===== src/rtl/fpu_add_pkg.sv =====
// Shared types and constants for the FP adder datapath: normalization FSM
// states and the normalized-result bundle handed to the rounding stage.
package fpu_add_pkg;

    localparam int MANT_W  = 27;                 // hidden bit at MANT_W-1, sticky at bit 0
    localparam int EXP_W   = 8;                  // biased exponent width
    localparam int CNT_W   = 5;                  // left-shift count width
    localparam int EXP_MAX = (1 << EXP_W) - 1;   // all-ones exponent encodes Inf

    typedef enum logic [1:0] {
        IDLE = 2'd0,
        NORM = 2'd1,
        DONE = 2'd2
    } state_e;

    typedef struct packed {
        logic [MANT_W-1:0] mant;
        logic [EXP_W-1:0]  exp;
        logic              sign;
        logic [CNT_W-1:0]  shift;
        logic              zero;
        logic              inf;
        logic              denorm;
    } norm_res_t;

endpackage


===== src/rtl/fp_add_norm_ctrl.sv =====
// Normalization sequencer between the significand adder and the rounder.
// A carry-out is folded in with one sticky right shift; otherwise the sum is
// shifted left one bit per cycle until the hidden bit is set or the exponent
// floor is reached. One transaction in flight at a time.
module fp_add_norm_ctrl #(
    parameter int MANT_W = fpu_add_pkg::MANT_W,
    parameter int EXP_W  = fpu_add_pkg::EXP_W,
    parameter int CNT_W  = fpu_add_pkg::CNT_W
) (
    input  logic              clk,
    input  logic              rst,
    input  logic              in_valid,
    output logic              in_ready,
    input  logic [MANT_W-1:0] in_mant,
    input  logic              in_ovf,
    input  logic [EXP_W-1:0]  in_exp,
    input  logic              in_sign,
    output logic              out_valid,
    input  logic              out_ready,
    output logic [MANT_W-1:0] out_mant,
    output logic [EXP_W-1:0]  out_exp,
    output logic              out_sign,
    output logic [CNT_W-1:0]  out_shift,
    output logic              out_zero,
    output logic              out_inf,
    output logic              out_denorm
);
    import fpu_add_pkg::*;

    // One extra exponent bit so the carry-out increment can reach or pass EXP_MAX.
    localparam logic [EXP_W:0]   EXP_INF   = {1'b0, {EXP_W{1'b1}}};
    localparam logic [EXP_W-1:0] EXP_ONE   = {{(EXP_W-1){1'b0}}, 1'b1};
    localparam logic [CNT_W-1:0] SHIFT_ONE = {{(CNT_W-1){1'b0}}, 1'b1};

    state_e            state_q, state_d;
    logic [MANT_W-1:0] mant_q, mant_d;
    logic [EXP_W-1:0]  exp_q, exp_d;
    logic              sign_q, sign_d;
    logic [CNT_W-1:0]  shift_q, shift_d;
    logic              zero_q, zero_d;
    logic              inf_q, inf_d;
    logic              denorm_q, denorm_d;
    logic [EXP_W:0]    exp_inc;

    // Next-state and datapath: capture/classify in IDLE, shift in NORM, hold in DONE.
    always_comb begin
        state_d  = state_q;
        mant_d   = mant_q;
        exp_d    = exp_q;
        sign_d   = sign_q;
        shift_d  = shift_q;
        zero_d   = zero_q;
        inf_d    = inf_q;
        denorm_d = denorm_q;
        exp_inc  = {1'b0, in_exp} + {{EXP_W{1'b0}}, 1'b1};

        case (state_q)
            IDLE: begin
                if (in_valid) begin
                    mant_d   = in_mant;
                    exp_d    = in_exp;
                    sign_d   = in_sign;
                    shift_d  = '0;
                    zero_d   = 1'b0;
                    inf_d    = 1'b0;
                    denorm_d = 1'b0;
                    state_d  = DONE;
                    if (in_ovf) begin
                        // Saturate to Inf also when in_exp was already all-ones.
                        if (exp_inc >= EXP_INF) begin
                            inf_d  = 1'b1;
                            mant_d = '0;
                            exp_d  = EXP_INF[EXP_W-1:0];
                        end else begin
                            mant_d = {1'b1, in_mant[MANT_W-1:2], in_mant[1] | in_mant[0]};
                            exp_d  = exp_inc[EXP_W-1:0];
                        end
                    end else if (in_mant == '0) begin
                        zero_d = 1'b1;
                        exp_d  = '0;
                    end else if (in_mant[MANT_W-1]) begin
                        // Already normalized: pass through untouched.
                    end else if (in_exp == '0) begin
                        denorm_d = 1'b1;
                    end else begin
                        state_d = NORM;
                    end
                end
            end
            NORM: begin
                if (mant_q[MANT_W-1]) begin
                    state_d = DONE;
                end else if (exp_q == EXP_ONE) begin
                    // Floor reached: drop to the denormal exponent without shifting.
                    exp_d    = '0;
                    denorm_d = 1'b1;
                    state_d  = DONE;
                end else begin
                    // Zero fill; the sticky bit only ever moves towards the MSB.
                    mant_d  = {mant_q[MANT_W-2:0], 1'b0};
                    exp_d   = exp_q - EXP_ONE;
                    shift_d = shift_q + SHIFT_ONE;
                end
            end
            DONE: begin
                if (out_ready) begin
                    state_d = IDLE;
                end
            end
            default: begin
                state_d = IDLE;
            end
        endcase
    end

    // State and result registers; reset abandons any transaction in flight.
    always_ff @(posedge clk or posedge rst) begin
        if (rst) begin
            state_q  <= IDLE;
            mant_q   <= '0;
            exp_q    <= '0;
            sign_q   <= 1'b0;
            shift_q  <= '0;
            zero_q   <= 1'b0;
            inf_q    <= 1'b0;
            denorm_q <= 1'b0;
        end else begin
            state_q  <= state_d;
            mant_q   <= mant_d;
            exp_q    <= exp_d;
            sign_q   <= sign_d;
            shift_q  <= shift_d;
            zero_q   <= zero_d;
            inf_q    <= inf_d;
            denorm_q <= denorm_d;
        end
    end

    assign in_ready   = (state_q == IDLE);
    assign out_valid  = (state_q == DONE);
    assign out_mant   = mant_q;
    assign out_exp    = exp_q;
    assign out_sign   = sign_q;
    assign out_shift  = shift_q;
    assign out_zero   = zero_q;
    assign out_inf    = inf_q;
    assign out_denorm = denorm_q;

endmodule


===== config.mk =====
export PLATFORM = sky130hd
export DESIGN_NAME = fp_add_norm_ctrl
export DESIGN_NICKNAME = d
export VERILOG_FILES = /design/src/rtl/fpu_add_pkg.sv /design/src/rtl/fp_add_norm_ctrl.sv
export SDC_FILE = /design/constraint.sdc
export NUM_CORES = 1
export LEC_CHECK = 0
export ABC_AREA = 1
export ABC_CLOCK_PERIOD_IN_PS = 1600
export CORE_UTILIZATION = 30
export DETAILED_ROUTE_END_ITERATION = 8
export PLACE_DENSITY_LB_ADDON = 0.25
export SETUP_SLACK_MARGIN = 0.02
export SKIP_LAST_GASP = 1
export SYNTH_ARGS = -nofsm -noshare
export SYNTH_HDL_FRONTEND = slang
export SYNTH_SLANG_ARGS = --single-unit

===== constraint.sdc =====
create_clock -name clk -period 1.6 [get_ports clk]
set_input_delay 0.24 -clock clk [delete_from_list [all_inputs] [get_ports clk]]
set_output_delay 0.24 -clock clk [all_outputs]
set_load 0.03 [all_outputs]

Word level (Yosys, flattened, before mapping)
Index checks and enable logic that the tools add are counted.

Register bits after elaboration: 46. Bits of input ports: 41. Output and inout bits: 46. Logic and storage cells: 71.

Add/sub/neg operators: 3. Order comparisons: 1. Equal/unequal tests: 9. Muxes and demuxes: 38. Bitwise gates (word level): 1. Reductions and logical operators: 10.

Operator list (number): 27-bit 2-to-1 mux (5); 27-bit one-hot mux with 2 select lines (1); 8-bit 2-to-1 mux (6); 27-bit logical NOT (1); 2-bit 2-to-1 mux (8); 8-bit one-hot mux with 2 select lines (1); 5-bit 2-to-1 mux (3); 1-bit 2-to-1 mux (11); 5-bit one-hot mux with 2 select lines (1); 8-bit by 1-bit adder with 9-bit output, second input constant (1); 9-bit by 8-bit greater-or-equal comparator with 1-bit output, second input constant (1); 8-bit by 1-bit == test with 1-bit output, second input constant (1); 8-bit logical NOT (1); 2-bit inequality test, second input constant (4); 4-bit AND reduction (2); 8-bit by 1-bit subtractor with 8-bit output, second input constant (1); 2-bit one-hot mux with 3 select lines (1); 3-bit AND reduction (2); 5-bit by 1-bit adder with 5-bit output, second input constant (1); 2-bit AND reduction (2); 3-bit inequality test, second input constant (1); 2-bit by 1-bit == test with 1-bit output, second input constant (1); 2-bit == test, second input constant (1); 2-bit logical NOT (1); other kinds (4) (4).

Longest topological paths before layout
Word-level depth: 7. Gate-level depth with buffers: 13. Depth with buffers taken out: 12.

Least setup slack after synthesis
Ideal clock, no wire load.

Path type: register -> register. From: register exp_q[1] (netlist: out_exp[1]). To: register shift_q[2] (netlist: out_shift[2]). Library setup time: 120 ps. Arrival: 1742 ps. Required time: 1480 ps. Path slack: -262 ps. Cell stages (with the launch flop): 12. Clock period less this slack: 1862 ps. Path through: dfrtp_1 > inv_1 > ha_1 > nand3_1 > nor2_2 > nor3_4 > inv_2 > nand2_1 > buf_2 > nand3_1 > nand2_1 > nor2_1.

Cells in the longest elaborated chain, start to end: 3.

RTL lines: start: declaration (line fp_add_norm_ctrl.sv:37) `logic [EXP_W-1:0] exp_q, exp_d;`; start signal: assignment (line fp_add_norm_ctrl.sv:130) `exp_q <= exp_d;`; 8-bit by 1-bit == test with 1-bit output (line fp_add_norm_ctrl.sv:93) `end else if (exp_q == EXP_ONE) begin`; 2-bit inequality test (no line); 4-bit AND reduction (no line); end signal: assignment (line fp_add_norm_ctrl.sv:132) `shift_q <= shift_d;`; end: declaration (line fp_add_norm_ctrl.sv:39) `logic [CNT_W-1:0] shift_q, shift_d;`.

Every way passes these cells. A chain may end at the register's enable or synchronous reset.

Final worst setup path
From: register exp_q[0] (netlist: out_exp[0]). To: register mant_q[4] (netlist: out_mant[4]).

Cells in the longest elaborated chain, start to end: 3.

RTL lines: 8-bit by 1-bit == test with 1-bit output (line fp_add_norm_ctrl.sv:93); 2-bit inequality test (no line); 4-bit AND reduction (no line); end signal: assignment (line fp_add_norm_ctrl.sv:129) `mant_q <= mant_d;`; end: declaration (line fp_add_norm_ctrl.sv:36) `logic [MANT_W-1:0] mant_q, mant_d;`.

Every way passes these cells.

==> flow_metrics.tcl <==
set metrics [dict create \
    status "finished, final reports clean" \
    rsz0062_at_grt "true" \
    cts_buffers 5 \
    vias_per_cell 4.77 \
    rrSetupSlack_ns 0.04 \
    synth_area_per_cell_um2 6.75 \
    power_leakage_nw 2.64 \
    cts_tree "yes" \
    gp_congestion 0.867 \
    critPathTopFamily "simple AND/OR/NAND/NOR gates" \
    path_clk_slew_ns 0.09 \
    nets 675 \
    die-area_mm2 0.0114 \
    fill_cells 1115 \
    end_kind "register" \
    cp_cell_sequence "ha_4 -> nand3_4 -> nor2_4 -> nor3_4 -> inv_4 -> nand2_8 -> buf_8 -> o22ai_1 -> inv_1 -> nand2_1" \
    grt_start_max_net_pins 29 \
    postSynth.asyncResetShare_pct 100 \
    pwr_density_cell_mw_per_mm2 1440 \
    worst-path-buf-inv 3 \
    htreeDepth 2 \
    synthDominantAreaCellType "dfrtp_1" \
    ys_seq_elements 46 \
    syn_inst 487 \
    slew_headroom_pct 72.9 \
    setup_slack_ns 0.0380 \
    synth_flop_cell "dfrtp_1" \
    final_max_slew_viol_count 0 \
    grt_pass1_wl_um 16700 \
    dr.pass1.iters 5 \
    final_cell_mix "143 x nand2_1, 70 x inv_1, 60 x buf_4, 47 x dlygate4sd2_1, 44 x dfrtp_1" \
    multi_input_area_mm2 0.00190 \
    syn_area_mm2 0.00329 \
    cts_hold_buf 0 \
    detail-route-antenna-nets 0 \
    hpwl_um 7800 \
    initial_core_util_pct 31.4 \
    track_usage_pct 18.3 \
    synth_fp_nets 534 \
    critical_path_arrival_ns 1.76 \
    port_buffers 86 \
    cp_data_required_time_ns 1.79 \
    core_area_mm2 0.0105 \
    final_common_cell "nand2_1" \
    io_pins 87 \
    post-place-ws_ns -0.499 \
    die_h_um 107 \
    fp-row-count 37 \
    min_path_type "in -> async" \
    ir_drop_v 0.000689 \
    post-route-period-util_pct 97.6 \
    seq_area_mm2 0.00115 \
    die_w_um 107 \
    crit_fanout 8 \
    tightestPinTransition_ns 0.407 \
    final_util_pct 48.4 \
    routed_wl_um 10400 \
    crit_slowest_cell "dfrtp_2" \
    synth_edf_count 0 \
    fin_skew_ns 0.00581 \
    maxCapViolations 0 \
    fmax_ghz 0.640 \
    drtIter0Drc 166 \
    clock_sinks 46 \
    ctsLongestPathBuffers 2 \
    synth_area_leaders "dfrtp_1 35%, nand2_1 17%, inv_1 8.5%" \
    antenna_found_initial 0 \
    yosysTopAreaCellShare_pct 35.0 \
    slowest_delay_ns 0.43 \
    clk_latency_ns 0.30 \
    areaGrowthSynthToFinish_pct 54.1 \
    setup_viol_count_final 0 \
    num_antenna_cells 0 \
    fin_setup_tns_ns 0 \
    overflow 0 \
    cts_root_buf "clkbuf_8" \
    synth_cell_types 33 \
    cp-start-kind "register" \
    fin_crit_ns 1.56 \
    vias 3648 \
    drive_above_1_share_pct 22.4 \
    seq_area_frac_synth_pct 35.0 \
    grt_pass1_vias 3613 \
    path_class "reg -> reg" \
    yosysWarnings 0 \
    wl_per_cell_um 13.6 \
    drcViolationCount 0 \
    hold_violations 0 \
]
## cell usage after synthesis (2+ instances only)
library cell and count:
o31ai_2 2, buf_6 5, dfrtp_1 46, nor2_1 34, nand3_1 32, nand2_2 3
nand3b_1 3, o21ai_0 18, nand2_1 146, inv_2 6, a31oi_1 4, a21oi_2 4
nand4_1 28, xor2_1 3, a21oi_1 20, a22oi_1 2, buf_2 6, nor2_4 5
clkbuf_1 9, inv_1 74, ha_1 6, o22ai_1 16, nor3_1 2, nor2_2 4
## registers in the layout, indices dropped and copies added, names as in the netlist
signal,count
out_zero,1
out_inf,1
out_denorm,1
out_mant,27
out_exp,8
state_q,2
out_sign,1
out_shift,5
## through the flow
| step | cell area, um2 | hold slack, ns | total power [mW] | cells |
|---|---|---|---|---|
| 2_1_floorplan | 3320 | 0.357 | 4.52 | 487 |
| 3_3_place_gp | 4770 | 0.466 | 6.31 | 755 |
| 5_1_grt | 5060 | 0.270 | 7.77 | 765 |
| 6_report | 5060 | 0.241 | 7.27 | 765 |
| 4_1_cts | 4840 | 0.256 | 6.93 | 764 |
| 3_5_place_dp | 4770 | 0.469 | 6.37 | 755 |
## path summary, 6_finish.rpt
check,start,end,cells past startpoint
setup / recovery,out_exp[0],out_mant[4],10
min in group clk,in_exp[7],out_exp[7],5
hold / removal,rst,out_shift[4],2
hold reg to reg,out_sign,out_sign,2
setup reg to reg,out_exp[0],out_mant[4],10
max in group asynchronous,rst,out_mant[8],3
## area by class of cell
cell class	instances	area share, %
multi-input cells	339	37.5
repair buffers	156	28.1
flip-flops and latches	46	22.8
inverters	80	6.13
well taps	136	3.36
clock buffers	7	1.51
clock inverters	1	0.593
## where the power goes
part / leakage, nW / internal (mW) / switching (mW)
Sequential: 0.563 / 1.65 / 0.365
Clock: 0.0524 / 0.469 / 0.413
Combinational: 2.03 / 1.66 / 2.71
## cells by family after synthesis
logic type               synth area share, %
AND/OR/NAND/NOR                         36.1
buffers and inverters                   13.1
AO/OA/AOI/OAI                           12.3
flip-flops                              35.0
adder cells (fa/ha/maj)                 2.28
XOR/XNOR                                1.07
## what timing repair did
item / 4_1_cts / 5_1_grt
setup endpoints to repair: 86 / 44
setup buffers: 1 / 0
resized for setup: 55 / 58
pin swaps: 5 / 9
cloned: 0 / 1
## layer usage
metal / up-vias / track usage, % / share of wire [%]
li1: 1849 / - / -
met4: 0 / 5.28 / 1.2
met5: - / 0 / 0
met3: 10 / 2.61 / 3.7
met2: 93 / 32.1 / 51
met1: 1696 / 23.2 / 44
Note: power is estimated with default switching activity, not from simulation.
==> variant: new RTL, config.mk and constraints unchanged <==
The package constant `EXP_W` goes from 8 to 7.
--- a/src/rtl/fpu_add_pkg.sv
+++ b/src/rtl/fpu_add_pkg.sv
@@ -4,5 +4,5 @@
 
     localparam int MANT_W  = 27;                 // hidden bit at MANT_W-1, sticky at bit 0
-    localparam int EXP_W   = 8;                  // biased exponent width
+    localparam int EXP_W   = 7;                  // biased exponent width
     localparam int CNT_W   = 5;                  // left-shift count width
     localparam int EXP_MAX = (1 << EXP_W) - 1;   // all-ones exponent encodes Inf
Interface: changed (resized in_exp and out_exp); port bits go from 87 to 85. No check against the original RTL was run, so the function may have changed too.
==> variant against the unedited design <==
- area after synthesis down 6.9%
- total power down 3.2%
- cell count down 2.7%
- worst setup slack better by 16 ps
- routed wire length down 4.8%
- sequential cell count down 1
- cell area down 6.6%
- critical endpoint is now in_ready
- highest routed layer unchanged
==> variant: results (changes against the unedited design) <==
[outcome]
status=complete, no violations  ; unchanged

[power]
vdd_drop_max_uv=598.6  ; was 689.0 uV
p_comb_share_pct=60.8  ; was 60.1%
cell_internal_pwr_uw=3573  ; was 3780 uW
p_leak_uw=0.002520  ; was 0.002645 uW
total_power_uw=7041  ; was 7271 uW
power_frac_seq_pct=28.5  ; was 27.8%

[placement]
dpl.hpwl_um=7601  ; was 7803 um
placed_cell_area_sq_um=4563  ; was 4773 sq um
post-place-ws_ps=-509.7  ; was -498.5 ps
portBuffers=84  ; was 86

[critical_path]
path_max_fanout=4  ; was 8
cp.arrival_ps=1310  ; was 1760 ps
path_delay_family=flip-flops  ; was simple AND/OR/NAND/NOR gates
max_stage_delay_ps=450  ; was 430 ps

[synthesis]
synthDistinctLibCells=29  ; was 33
synth_area_leaders=dfrtp_1 37%, nand2_1 17%, inv_1 8.0%  ; was dfrtp_1 35%, nand2_1 17%, inv_1 8.5%
synth_fa_ha_area_share_pct=2.455  ; was 2.285%
syn_nets=507  ; was 534
synth_compound_area_share_pct=11.09  ; was 12.34%

[finish]
layout.nets=656  ; was 675
drive_above_1_share_pct=19.31  ; was 22.42%

[route]
vias=3563  ; was 3648
routed_via_density=4.789  ; was 4.769

[global_routing]
grt_pass1_wl_um=15860  ; was 16730 um
grt_max_degree=46  ; was 29
grt_use_total_pct=19.08  ; was 18.30%

[sta]
finalClockSkew_ps=11.59  ; was 5.813 ps

[clock_tree]
post_cts_buffers=3  ; was 1

[variant: final timing paths]
| check | cells past startpoint | startpoint | endpoint | slack, ps |
|---|---|---|---|---|
| max reg2reg | 8 | state_q[1] | state_q[1] | 110 |
| min | 3 | rst | out_sign | 280 |
| min in group clk | 6 | in_exp[2] | out_exp[2] | 440 |
| max | 2 | state_q[0] | in_ready | 50 |
| min reg2reg | 2 | out_sign | out_sign | 490 |
| max in group asynchronous | 3 | rst | state_q[1] | 1080 |
[variant: layer usage]
metal,vias to the layer above,part of all wire [%],GRT usage [%]
li1,1783,-,-
met1,1665,45,24.81
met2,107,49,33.69
met3,8,5.2,2.373
met4,0,0.87,4.334
met5,-,0,0
[variant: area by class of cell]
type                    instances  area (sq um)
multi-input cells             326          1674
fillers                      1026          5091
inverters                      72         270.3
clock inverters                 3         22.52
repair buffers                160          1398
clock buffers                   5         68.82
well taps                     133         166.4
flip-flops and latches         45          1129
